**src/rtl/fpu_pkg.sv**
```systemverilog
// Shared types and constants for the FPU multiplier front end: rounding modes,
// arbiter FSM encoding, the default quiet NaN and the response flag layout.
package fpu_pkg;

   typedef enum logic [1:0] {
      to_Near = 2'b00,
      to_Zero = 2'b01,
      to_Pinf = 2'b10,
      to_Ninf = 2'b11
   } rmode_e;

   typedef enum logic [1:0] {
      IDLE  = 2'b00,
      ISSUE = 2'b01,
      BUSY  = 2'b10,
      RESP  = 2'b11
   } state_e;

   localparam logic [31:0] QNAN = 32'h7FC0_0000;

   // Response flags are {timeout, invalid, overflow, underflow, inexact}.
   localparam int FLAGS_W       = 5;
   localparam int FLG_INEXACT   = 0;
   localparam int FLG_UNDERFLOW = 1;
   localparam int FLG_OVERFLOW  = 2;
   localparam int FLG_INVALID   = 3;
   localparam int FLG_TIMEOUT   = 4;

   // An aborted operation reports an invalid result plus the timeout marker.
   function automatic logic [FLAGS_W-1:0] timeout_flags();
      logic [FLAGS_W-1:0] f;
      f              = '0;
      f[FLG_TIMEOUT] = 1'b1;
      f[FLG_INVALID] = 1'b1;
      return f;
   endfunction

endpackage

```
**src/rtl/rr_arb2.sv**
```systemverilog
// Two-input round-robin grant: a lone requester always wins, and on a tie
// the requester that was not served last wins.
module rr_arb2 (
   input  logic [1:0] valid,
   input  logic       last_served,
   output logic [1:0] grant
);

   always_comb begin
      grant = 2'b00;
      case (valid)
         2'b01:   grant = 2'b01;
         2'b10:   grant = 2'b10;
         2'b11:   grant = last_served ? 2'b01 : 2'b10;
         default: grant = 2'b00;
      endcase
   end

endmodule

```
**src/rtl/fpu_mul_arbiter.sv**
```systemverilog
// Shares one external FP multiplier core between two requesters, one
// operation in flight at a time, with a bounded wait for the core result.
module fpu_mul_arbiter
   import fpu_pkg::*;
#(
   parameter int LAT     = 3,
   parameter int TIMEOUT = 16
) (
   input  logic         CLK,
   input  logic         RST,

   input  logic         req0_valid,
   output logic         req0_ready,
   input  logic [31:0]  req0_a,
   input  logic [31:0]  req0_b,
   input  logic [1:0]   req0_rmode,

   input  logic         req1_valid,
   output logic         req1_ready,
   input  logic [31:0]  req1_a,
   input  logic [31:0]  req1_b,
   input  logic [1:0]   req1_rmode,

   output logic         core_start,
   output logic [31:0]  core_a,
   output logic [31:0]  core_b,
   output logic [1:0]   core_rmode,
   input  logic         core_done,
   input  logic [31:0]  core_z,
   input  logic [3:0]   core_flags,

   output logic         rsp0_valid,
   input  logic         rsp0_ready,
   output logic [31:0]  rsp0_z,
   output logic [4:0]   rsp0_flags,

   output logic         rsp1_valid,
   input  logic         rsp1_ready,
   output logic [31:0]  rsp1_z,
   output logic [4:0]   rsp1_flags
);

   // A TIMEOUT that does not exceed LAT is widened so a healthy core never times out.
   localparam int                TMO   = (TIMEOUT > LAT) ? TIMEOUT : LAT + 1;
   localparam int                CNT_W = $clog2(TMO + 1);
   localparam logic [CNT_W-1:0]  CNT_MAX = CNT_W'(TMO);

   state_e                 state_q, state_d;
   logic                   last_served_q, last_served_d;
   logic                   owner_q, owner_d;
   logic [CNT_W-1:0]       cnt_q, cnt_d;
   logic                   core_start_q, core_start_d;
   logic [31:0]            core_a_q, core_a_d;
   logic [31:0]            core_b_q, core_b_d;
   logic [1:0]             core_rmode_q, core_rmode_d;
   logic [1:0]             rsp_valid_q, rsp_valid_d;
   logic [31:0]            res_z_q, res_z_d;
   logic [FLAGS_W-1:0]     res_flags_q, res_flags_d;

   logic [1:0]             req_valid;
   logic [1:0]             req_ready;
   logic [1:0]             rsp_ready;
   logic [1:0]             grant;
   logic                   accept;
   logic                   sel;

   assign req_valid = {req1_valid, req0_valid};
   assign rsp_ready = {rsp1_ready, rsp0_ready};

   rr_arb2 u_arb (
      .valid       (req_valid),
      .last_served (last_served_q),
      .grant       (grant)
   );

   // Ready is held low during reset so nothing can be accepted into a clearing FSM.
   assign req_ready = (RST && (state_q == IDLE)) ? grant : 2'b00;
   assign accept    = |(req_valid & req_ready);
   assign sel       = grant[1];

   always_comb begin
      state_d       = state_q;
      last_served_d = last_served_q;
      owner_d       = owner_q;
      cnt_d         = cnt_q;
      core_start_d  = 1'b0;
      core_a_d      = core_a_q;
      core_b_d      = core_b_q;
      core_rmode_d  = core_rmode_q;
      rsp_valid_d   = rsp_valid_q;
      res_z_d       = res_z_q;
      res_flags_d   = res_flags_q;

      case (state_q)
         IDLE: begin
            if (accept) begin
               owner_d      = sel;
               core_a_d     = sel ? req1_a     : req0_a;
               core_b_d     = sel ? req1_b     : req0_b;
               core_rmode_d = sel ? req1_rmode : req0_rmode;
               core_start_d = 1'b1;
               state_d      = ISSUE;
            end
         end

         ISSUE: begin
            cnt_d   = '0;
            state_d = BUSY;
         end

         BUSY: begin
            if (cnt_q != CNT_MAX) begin
               cnt_d = cnt_q + 1'b1;
            end
            // A result arriving on the deadline cycle still beats the abort.
            if (core_done) begin
               res_z_d              = core_z;
               res_flags_d          = {1'b0, core_flags};
               rsp_valid_d[owner_q] = 1'b1;
               state_d              = RESP;
            end else if (cnt_q == CNT_MAX) begin
               res_z_d              = QNAN;
               res_flags_d          = timeout_flags();
               rsp_valid_d[owner_q] = 1'b1;
               state_d              = RESP;
            end
         end

         RESP: begin
            if (rsp_ready[owner_q]) begin
               rsp_valid_d   = 2'b00;
               res_z_d       = '0;
               res_flags_d   = '0;
               last_served_d = owner_q;
               state_d       = IDLE;
            end
         end

         default: begin
            state_d = IDLE;
         end
      endcase
   end

   always_ff @(posedge CLK) begin
      if (!RST) begin
         state_q       <= IDLE;
         last_served_q <= 1'b1;
         owner_q       <= 1'b0;
         cnt_q         <= '0;
         core_start_q  <= 1'b0;
         core_a_q      <= '0;
         core_b_q      <= '0;
         core_rmode_q  <= '0;
         rsp_valid_q   <= 2'b00;
         res_z_q       <= '0;
         res_flags_q   <= '0;
      end else begin
         state_q       <= state_d;
         last_served_q <= last_served_d;
         owner_q       <= owner_d;
         cnt_q         <= cnt_d;
         core_start_q  <= core_start_d;
         core_a_q      <= core_a_d;
         core_b_q      <= core_b_d;
         core_rmode_q  <= core_rmode_d;
         rsp_valid_q   <= rsp_valid_d;
         res_z_q       <= res_z_d;
         res_flags_q   <= res_flags_d;
      end
   end

   assign req0_ready = req_ready[0];
   assign req1_ready = req_ready[1];

   assign core_start = core_start_q;
   assign core_a     = core_a_q;
   assign core_b     = core_b_q;
   assign core_rmode = core_rmode_q;

   assign rsp0_valid = rsp_valid_q[0];
   assign rsp1_valid = rsp_valid_q[1];
   assign rsp0_z     = rsp_valid_q[0] ? res_z_q     : '0;
   assign rsp1_z     = rsp_valid_q[1] ? res_z_q     : '0;
   assign rsp0_flags = rsp_valid_q[0] ? res_flags_q : '0;
   assign rsp1_flags = rsp_valid_q[1] ? res_flags_q : '0;

endmodule

```
**config.mk**
```make
export PLATFORM = sky130hd
export DESIGN_NAME = fpu_mul_arbiter
export DESIGN_NICKNAME = d
export VERILOG_FILES = /design/src/rtl/fpu_pkg.sv /design/src/rtl/rr_arb2.sv /design/src/rtl/fpu_mul_arbiter.sv
export SDC_FILE = /design/constraint.sdc
export NUM_CORES = 1
export LEC_CHECK = 0
export ABC_AREA = 1
export BUFFER_PORTS_ARGS = -buffer_cell sky130_fd_sc_hd__buf_2
export CAP_MARGIN = 20
export CORE_AREA = 2 2 126 128
export DETAILED_ROUTE_END_ITERATION = 12
export DIE_AREA = 0 0 128 130
export PLACE_DENSITY = 0.73
export SYNTH_ARGS = -nofsm -noshare
export SYNTH_HDL_FRONTEND = slang
export SYNTH_SLANG_ARGS = --single-unit
```
**constraint.sdc**
```tcl
create_clock -name CLK -period 4.9 [get_ports CLK]
set_input_delay 0.245 -clock CLK [delete_from_list [all_inputs] [get_ports CLK]]
set_output_delay 0.245 -clock CLK [all_outputs]
set_load 0.02 [all_outputs]
```
; Word level (Yosys, flattened, before mapping)
; Index checks and enable logic that the tools add are counted.
[totals]
register_bits = 115
input_bits = 175
[op_classes]
reduce_logical = 12
mux = 33
n_addsub = 1
n_eq_ne = 12
n_lt_le_gt_ge = 2
n_bitwise = 2
[op_table]
columns = cell, n
row1 = 32-bit 2-to-1 mux, 7
row2 = 32-bit one-hot mux with 2 select lines, 1
row3 = 5-bit 2-to-1 mux, 6
row4 = 5-bit one-hot mux with 2 select lines, 2
row5 = 2-bit 2-to-1 mux, 9
row6 = "2-bit equality test, second input constant", 4
row7 = 2-bit one-hot mux with 4 select lines, 1
row8 = 2-bit AND reduction, 4
row9 = "2-bit inequality test, second input constant", 3
row10 = 2-bit one-hot mux with 3 select lines, 1
row11 = 3-bit AND reduction, 2
row12 = "5-bit by 1-bit adder with 5-bit output, second input constant", 1
row13 = "5-bit equality test, second input constant", 1
row14 = "5-bit inequality test, second input constant", 1
row15 = "2-bit by 1-bit equality test with 1-bit output, second input constant", 2
row16 = 1-bit 2-to-1 mux, 4
row17 = 2-bit one-hot mux with 2 select lines, 1
row18 = 2-bit nonzero test, 2
row19 = "3-bit inequality test, second input constant", 1
row20 = 2-bit AND, 1
row21 = 1-bit logical AND, 2
row22 = 2-bit zero test, 1
row23 = "1-bit by 2-bit less-than comparator with 1-bit output, second input constant", 1
row24 = 2-bit OR, 1
row25 = 3 further kinds, 3

; Depth between registers and ports, before layout
; Gate-level depths: netlist (run 1).
[depth]
word_depth = 8
ltp_mapped = 12

; By module
; From an unflattened synthesis (run 1), not the netlist that was laid out.
[unflattened]
hier_cells = 792
hier_area_um2 = 5695.5
[modules_own_cells]
columns = mod, seq_area_each_um2, area_each_um2, cells_per_inst, instances
row1 = fpu_mul_arbiter, 2302.2, 5674.2, 787, 1
row2 = rr_arb2, 0.0, 21.3, 5, 1

; Least setup slack after synthesis (run 1)
; No wires, ideal clock.
[synth_path]
path_type = register to register
start = reg state_q[0]
end = reg core_a_q[13] (netlist: core_a[13])
t_required_ps = 4791
t_arrival_ps = 1426
setup_slack_ps = 3365
path_stages_with_launch = 11
cell_sequence = dfxtp_1 > inv_1 > ha_1 > nand2_1 > inv_1 > nand2_2 > buf_4 > clkbuf_1 > nand2_1 > nand2_1 > inv_1
[synth_via]
elab_chain_len = 6
[synth_rtl]
columns = item, line_no
row1 = from (decl), fpu_mul_arbiter.sv:48  ; state_e state_q, state_d;
row2 = from (signal assigned), fpu_mul_arbiter.sv:159  ; state_q <= state_d;
row3 = 2-bit zero test *, "fpu_mul_arbiter.sv:77, fpu_mul_arbiter.sv:94"
row4 = 1-bit logical AND, fpu_mul_arbiter.sv:77  ; assign req_ready = (RST && (state_q == IDLE)) ? grant : 2'b00;
row5 = 2-bit 2-to-1 mux, fpu_mul_arbiter.sv:77
row6 = 2-bit AND, fpu_mul_arbiter.sv:78  ; assign accept = |(req_valid & req_ready);
row7 = 2-bit OR reduction, fpu_mul_arbiter.sv:78
row8 = 2-bit AND reduction (no line) *, --
row9 = to (signal assigned), fpu_mul_arbiter.sv:164  ; core_a_q <= core_a_d;
row10 = to (decl), fpu_mul_arbiter.sv:53  ; logic [31:0] core_a_q, core_a_d;
; Mark *: on every way between the ends. The rest lies on a longest branch, timed or not.
; A chain may end at the register's enable or synchronous reset.

; Worst setup path in the final report (run 1)
[layout_path]
start = reg state_q[0]
end = out req0_ready
[layout_via]
elab_chain_len = 3
[layout_rtl]
columns = item, line_no
row1 = 2-bit zero test, fpu_mul_arbiter.sv:77
row2 = 1-bit logical AND, fpu_mul_arbiter.sv:77
row3 = 2-bit 2-to-1 mux, fpu_mul_arbiter.sv:77
row4 = to (decl), fpu_mul_arbiter.sv:13  ; output logic req0_ready,
; No other way between the ends.

==> metrics.txt, run 1 <==
Lkg Pwr between 5 and 6 nW; die width 128 um; Worst EP required 4660 ps; post-route ant nets 0; TritonCTS clock tree done; routability congestion estimate around 0.83; via count roughly 7000; Pre-antenna DRT Iters 5; YS warnings 0; area grow syn2layout 35.02%; pwr dens between 500 and 600 mW/mm^2; drt drc 0; global-route wire length before repair 29250 um; Setup Viol. Count Final 0; syn avg cell area 5.830 um^2; CTS Buffer Depth 2; final hold violations 0; MaxCap Viol Count 0; Final Max Slew Viols 0; worst setup margin 2461 ps; Worst Tran Pin Value 963.0 ps; Distinct cells, synth 25; min-delay worst type input port to register; Worst-path clk slew 50 ps; wire per inst 12.02 um; Starting DRT DRC Count 265; RSZ-0062 raised after global routing false; Area contributors post-synth dfxtp_1 37%, nand2_1 30%, inv_1 10%; Fmax 410.0 MHz; crit path from state_q[0]$_SDFFE_PN0P_; CTS resizes 0; clock skew approximately 19 ps; Final Net Count 1541; final wirelength 18830 um; share of cells above drive strength 1 27.11%; synth cell count leaders 495 x nand2_1, 172 x inv_1, 115 x dfxtp_1; CP Class register to output pin; Ports 320; outcome finished clean; Crit Reg-Reg Startpoint cnt_q[0]$_SDFFE_PN0P_; GR Util All Layers a little over a fifth; synthesized net count 1258; starting density of the core 40.67%; Cells after Synth 1076; slew margin rel. 35.73%; count leader, synth nand2_1; initial antenna violation count 5; vias per inst about 4.5; largest net degree at the start of global routing 70; worst-skew pair later-pin latency 420 ps; adder-cell share of the synthesized area 1.396%; H-Tree Depth 4; Max IR drop VDD 302.2 uV; Post-synth EDFFs 0; largest family of logic cells by synthesized area simple AND/OR/NAND/NOR gates; clock root buffer master clkbuf_16; Crit Path Max Fanout 69; Final min period 2439 ps; hold-fix buffers at CTS 0; CP startpoint kind register; #FFs+latches synth 115; mux contribution to synthesized area 0%; Clock Sinks 115; Synth area leader dfxtp_1; Rows 46; Min-Delay Startpoint core_z[21]; worst path arrival time 2190 ps; I/O Buffers 319; Async SR Flop Fraction 0%; Mapped Area 0.006274 mm^2; Post-synth top flop dfxtp_1; number of global-route vias before repair 6184; Place WS between 2000 and 3000 ps; total CTS buffers 17; Final HPWL DP 13660 um; die area about 0.017 mm^2; post-synth top area share 36.70%; Overflow after GRT 0; setup_tns 0 ps; core area 0.01542 mm^2; crit path capture type output pin; simple-gate share of the synthesized area between 40 and 50%; Post-Synth XOR/XNOR Area 0%; chip height 130 um; compound-gate portion of the synthesized area 2.054%; Seq/Total Area, Yosys between 30% and 40%; post-CTS setup buffers 0; ratio of final minimum period to clock period between 40% and 50%
[sequential cells by signal, summed over array words and instances (netlist names)]
name,count
owner_q,1
res_flags_q,5
core_a,32
last_served_q,1
cnt_q,5
core_rmode,2
core_start,1
rsp_valid_q,2
core_b,32
res_z_q,32
state_q,2
[critical path: stages, from the launching register on]
cell and delay (ps):
dfxtp_1 370, inv_1 100, ha_1 230, nand2_1 80, inv_1 60, nand2_2 60
buf_4 550, nor2_1 120, buf_2 200
[final cells by class]
| type | instances | area [um^2] |
|---|---|---|
| Fill cell | 1564 | 6954 |
| Multi-Input combinational cell | 723 | 3000 |
| Sequential cell | 115 | 2302 |
| Timing Repair Buffer | 326 | 1684 |
| Inverter | 176 | 663.1 |
| Clock buffer | 23 | 498.0 |
| Tap cell | 192 | 240.2 |
| Clock inverter | 9 | 77.57 |
| Antenna cell | 2 | 5.005 |
[where the power goes]
group          internal [W]  switching, W  total [W]
logic              0.000652       0.00131    0.00196
clock network      0.000758      0.000426    0.00118
registers           0.00132      0.000229    0.00154
total               0.00273       0.00196    0.00469
[placed cells by master (no fill, tap or decap), drive strengths merged]
cell type and count:
nand2 502, buf 326, inv 176, dfxtp 115, nand3 98, nor2 89, clkbuf 23, a21oi 17
ha 7, o21ai 5, clkinv 5, clkinvlp 3, diode 2, nand4 2, o211ai 1, a211oi 1
and3 1, bufinv 1
[kinds of logic after synthesis]
logic type | count (synthesis)
AND/OR/NAND/NOR | 692
buffers and inverters | 238
flip-flops | 115
AO/OA/AOI/OAI | 24
adder cells (fa/ha/maj) | 7
[through the flow]
step	instances	power, W	utilization (%)	hold WS (ps)	instance area, um^2
finish	1566	0.004688	54.92	69.00	8471
global route	1566	0.005074	54.92	76.41	8471
CTS	1563	0.004732	54.75	48.05	8446
detailed placement	1531	0.003525	51.02	444.6	7870
global placement	1530	0.003476	50.84	441.1	7843
floorplan	1076	0.002967	-	382.6	6274
[path summary, 6_finish.rpt]
| check | cells past startpoint | to | slack [ps] |
|---|---|---|---|
| worst max-delay path | 8 | req0_ready | 2460 |
| worst min-delay path | 3 | res_z_q[21]$_SDFFE_PN0P_ | 70 |
| worst max register to register | 10 | res_z_q[14]$_SDFFE_PN0P_ | 2530 |
| worst min register to register | 2 | rsp_valid_q[0]$_SDFFE_PN0P_ | 450 |
[layer usage]
metal	global-route usage [%]	routed length, um	part of all wire [%]
met1	25.44	7725	41
met2	36.84	8875	47
met3	9.471	1827	9.7
met4	7.304	359	1.9
met5	0	44	0.23
(Power assumes the default switching activity.)
==> run 2: changes to the inputs <==
--- a/config.mk
+++ b/config.mk
@@ -8,10 +8,10 @@
 export ABC_AREA = 1
 export BUFFER_PORTS_ARGS = -buffer_cell sky130_fd_sc_hd__buf_2
 export CAP_MARGIN = 20
-export CORE_AREA = 2 2 126 128
+export CORE_AREA = 2 2 124 126
 export DETAILED_ROUTE_END_ITERATION = 12
-export DIE_AREA = 0 0 128 130
-export PLACE_DENSITY = 0.73
+export DIE_AREA = 0 0 126 128
+export PLACE_DENSITY = 0.76
 export SYNTH_ARGS = -nofsm -noshare
 export SYNTH_HDL_FRONTEND = slang
 export SYNTH_SLANG_ARGS = --single-unit
==> constraint.sdc (replaced) <==
create_clock -name CLK -period 2.45 [get_ports CLK]
set_input_delay 0.1225 -clock CLK [delete_from_list [all_inputs] [get_ports CLK]]
set_output_delay 0.1225 -clock CLK [all_outputs]
set_load 0.02 [all_outputs]
==> run 2 against run 1 <==
  * Total power is 110% higher
  * Sequential power is 100% higher
  * Global-route usage is 3.4 points higher
  * Register-to-register slack worse by 2300 ps
  * First-iteration DRC count is 43% higher
  * Wire length is 13% higher
  * Critical path type is now register to register
  * Critical endpoint is now core_a[31]$_SDFFE_PN0P_
  * Largest cell class unchanged
  * Largest power group unchanged
  * Highest routed layer unchanged
==> metrics.txt, run 2 (synthesis results as in run 1) <==
vias per inst 4.630 (+1.9%); Ports 320 (unchanged); RSZ-0062 raised after global routing false; placed cells 1531 (unchanged); final wirelength 21360 um (+13%); Starting DRT DRC Count 378 (+43%); outcome finished clean; Fmax approximately 450 MHz; CTS Buffer Depth 2 (unchanged); Final HPWL DP 13710 um (+0.35%); Max IR drop VDD 601.0 uV (+99%); routability congestion estimate 0.8403 (+0.66%); Final min period between 2000 and 2500 ps; I/O Buffers 319 (unchanged); area grow syn2layout 50.80%; Final Net Count 1639 (+6.4%); setup_tns 0 ps (unchanged); worst-skew pair later-pin latency 420 ps (about the same); placed cell area 0.007913 mm^2 (+0.54%); design area 0.009460 mm^2 (+12%); Worst-path clk slew 60 ps (about the same); Setup Viol. Count Final 0 (unchanged); number of global-route vias before repair 7143 (+16%); wire per inst 12.87 um (+7.0%); Rows 45 (-2.2%); commonest cells after routing, fill and taps aside 495 x nand2_1, 318 x buf_2, 171 x inv_1; H-Tree Depth 4 (unchanged); via count 7686 (+8.0%); starting density of the core 42.21% (+1.5 points); crit path capture type register; Pre-antenna DRT Iters 5 (unchanged); chip height 128 um (-1.5%); total CTS buffers 17 (unchanged); worst path arrival time 2550 ps (+360 ps); most common cell after layout, fill and taps aside nand2_1; die area 0.01613 mm^2 (-3.1%); final hold violations 0 (unchanged); Crit Path Max Fanout 34 (-51%); initial antenna violation count 2 (-3); worst-path cell chain inv_1 > ha_1 > nand2_1 > inv_1 > nand2_4 > inv_2 > buf_12 > nand3_1 > dlygate4sd3_1 > nand2_1 > inv_1; largest net degree at the start of global routing 68 (-2.9%); CP startpoint kind register; Lkg Pwr 6.009 nW (+6.3%); drt drc 0 (unchanged); global-route wire length before repair 33320 um (+14%); CP Class register to register; worst setup margin 229.5 ps (-2232 ps); slew margin rel. 52.61% (+17 points); share of cells above drive strength 1 25.44% (-1.7 points); Overflow after GRT 0 (unchanged); post-route ant nets 0 (unchanged); Worst EP required 2780 ps (-1880 ps); MaxCap Viol Count 0 (unchanged); pwr dens 1037 mW/mm^2 (+87%); slowest stage delay, CP 610 ps (+60 ps); TritonCTS clock tree done; core area 0.01486 mm^2 (-3.6%); ratio of final minimum period to clock period about nine tenths; slowest CP cell dlygate4sd3_1; post-CTS setup buffers 0 (unchanged); min-delay worst type input port to register; Worst Tran Pin Value 710.8 ps (-252.3 ps); GR Util All Layers 25.38% (+3.4 points); clock skew 19.13 ps (+0.3952 ps); CP most frequent cell inv_1; Final Non-Filler Cells 1660 (+6.0%); Place WS 412.9 ps (-2092 ps); die width 126 um (-1.6%); clock root buffer master clkbuf_16; Final Max Slew Viols 0 (unchanged); Pwr Total 0.009811 W (+110%); Clock Sinks 115 (unchanged)
run 2: cell type report:
type	count	area (um^2)
Antenna cell	2	5.005
Clock buffer	22	464.2
Clock inverter	10	107.6
Fill cell	1284	5404
Inverter	176	663.1
Multi-Input combinational cell	723	3005
Sequential cell	115	2302
Tap cell	188	235.2
Timing Repair Buffer	424	2678
run 2: worst max-delay path: cells and delay by family (launching register included):
family	cells	cell delay, ps
fa+ha+maj	1	190
buf+inv	6	1210
flops	1	340
simple gates	4	380
run 2: power breakdown:
part | switching, W | internal, W | total [W]
sequential | 0.000465 | 0.00263 | 0.00310
combinational | 0.00276 | 0.00154 | 0.00430
clock | 0.000879 | 0.00154 | 0.00242
run 2: final timing paths:
check        slack [ps]  depth (start not counted)                        start                     endpoint
max                 230                         11      state_q[0]$_SDFFE_PN0P_      core_a[31]$_SDFFE_PN0P_
min                   7                          5                    req1_b[9]       core_b[9]$_SDFFE_PN0P_
max reg2reg         230                         11      state_q[0]$_SDFFE_PN0P_      core_a[31]$_SDFFE_PN0P_
min reg2reg         440                          2  rsp_valid_q[0]$_SDFFE_PN0P_  rsp_valid_q[0]$_SDFFE_PN0P_
run 2: timing repair:
action                                  CTS  global route
gates resized for setup                   0             1
endpoints found under the hold margin    63             0
endpoints found under the setup margin    0            24
hold buffers                             94             0
run 2: metal layers:
layer	wire (um)	track usage [%]	vias to the layer above
li1	-	-	3911
met1	8429	27.86	3361
met2	10350	44.72	355
met3	1934	8.598	57
met4	630	10.99	2
met5	13	0	-
run 2: per-stage QoR:
stage	utilization (%)	hold slack (ps)
floorplan	-	260.1
global placement	53.10	358.5
detailed placement	53.23	359.7
CTS	63.41	0.05371
global route	63.61	1.228
finish	63.64	7.372
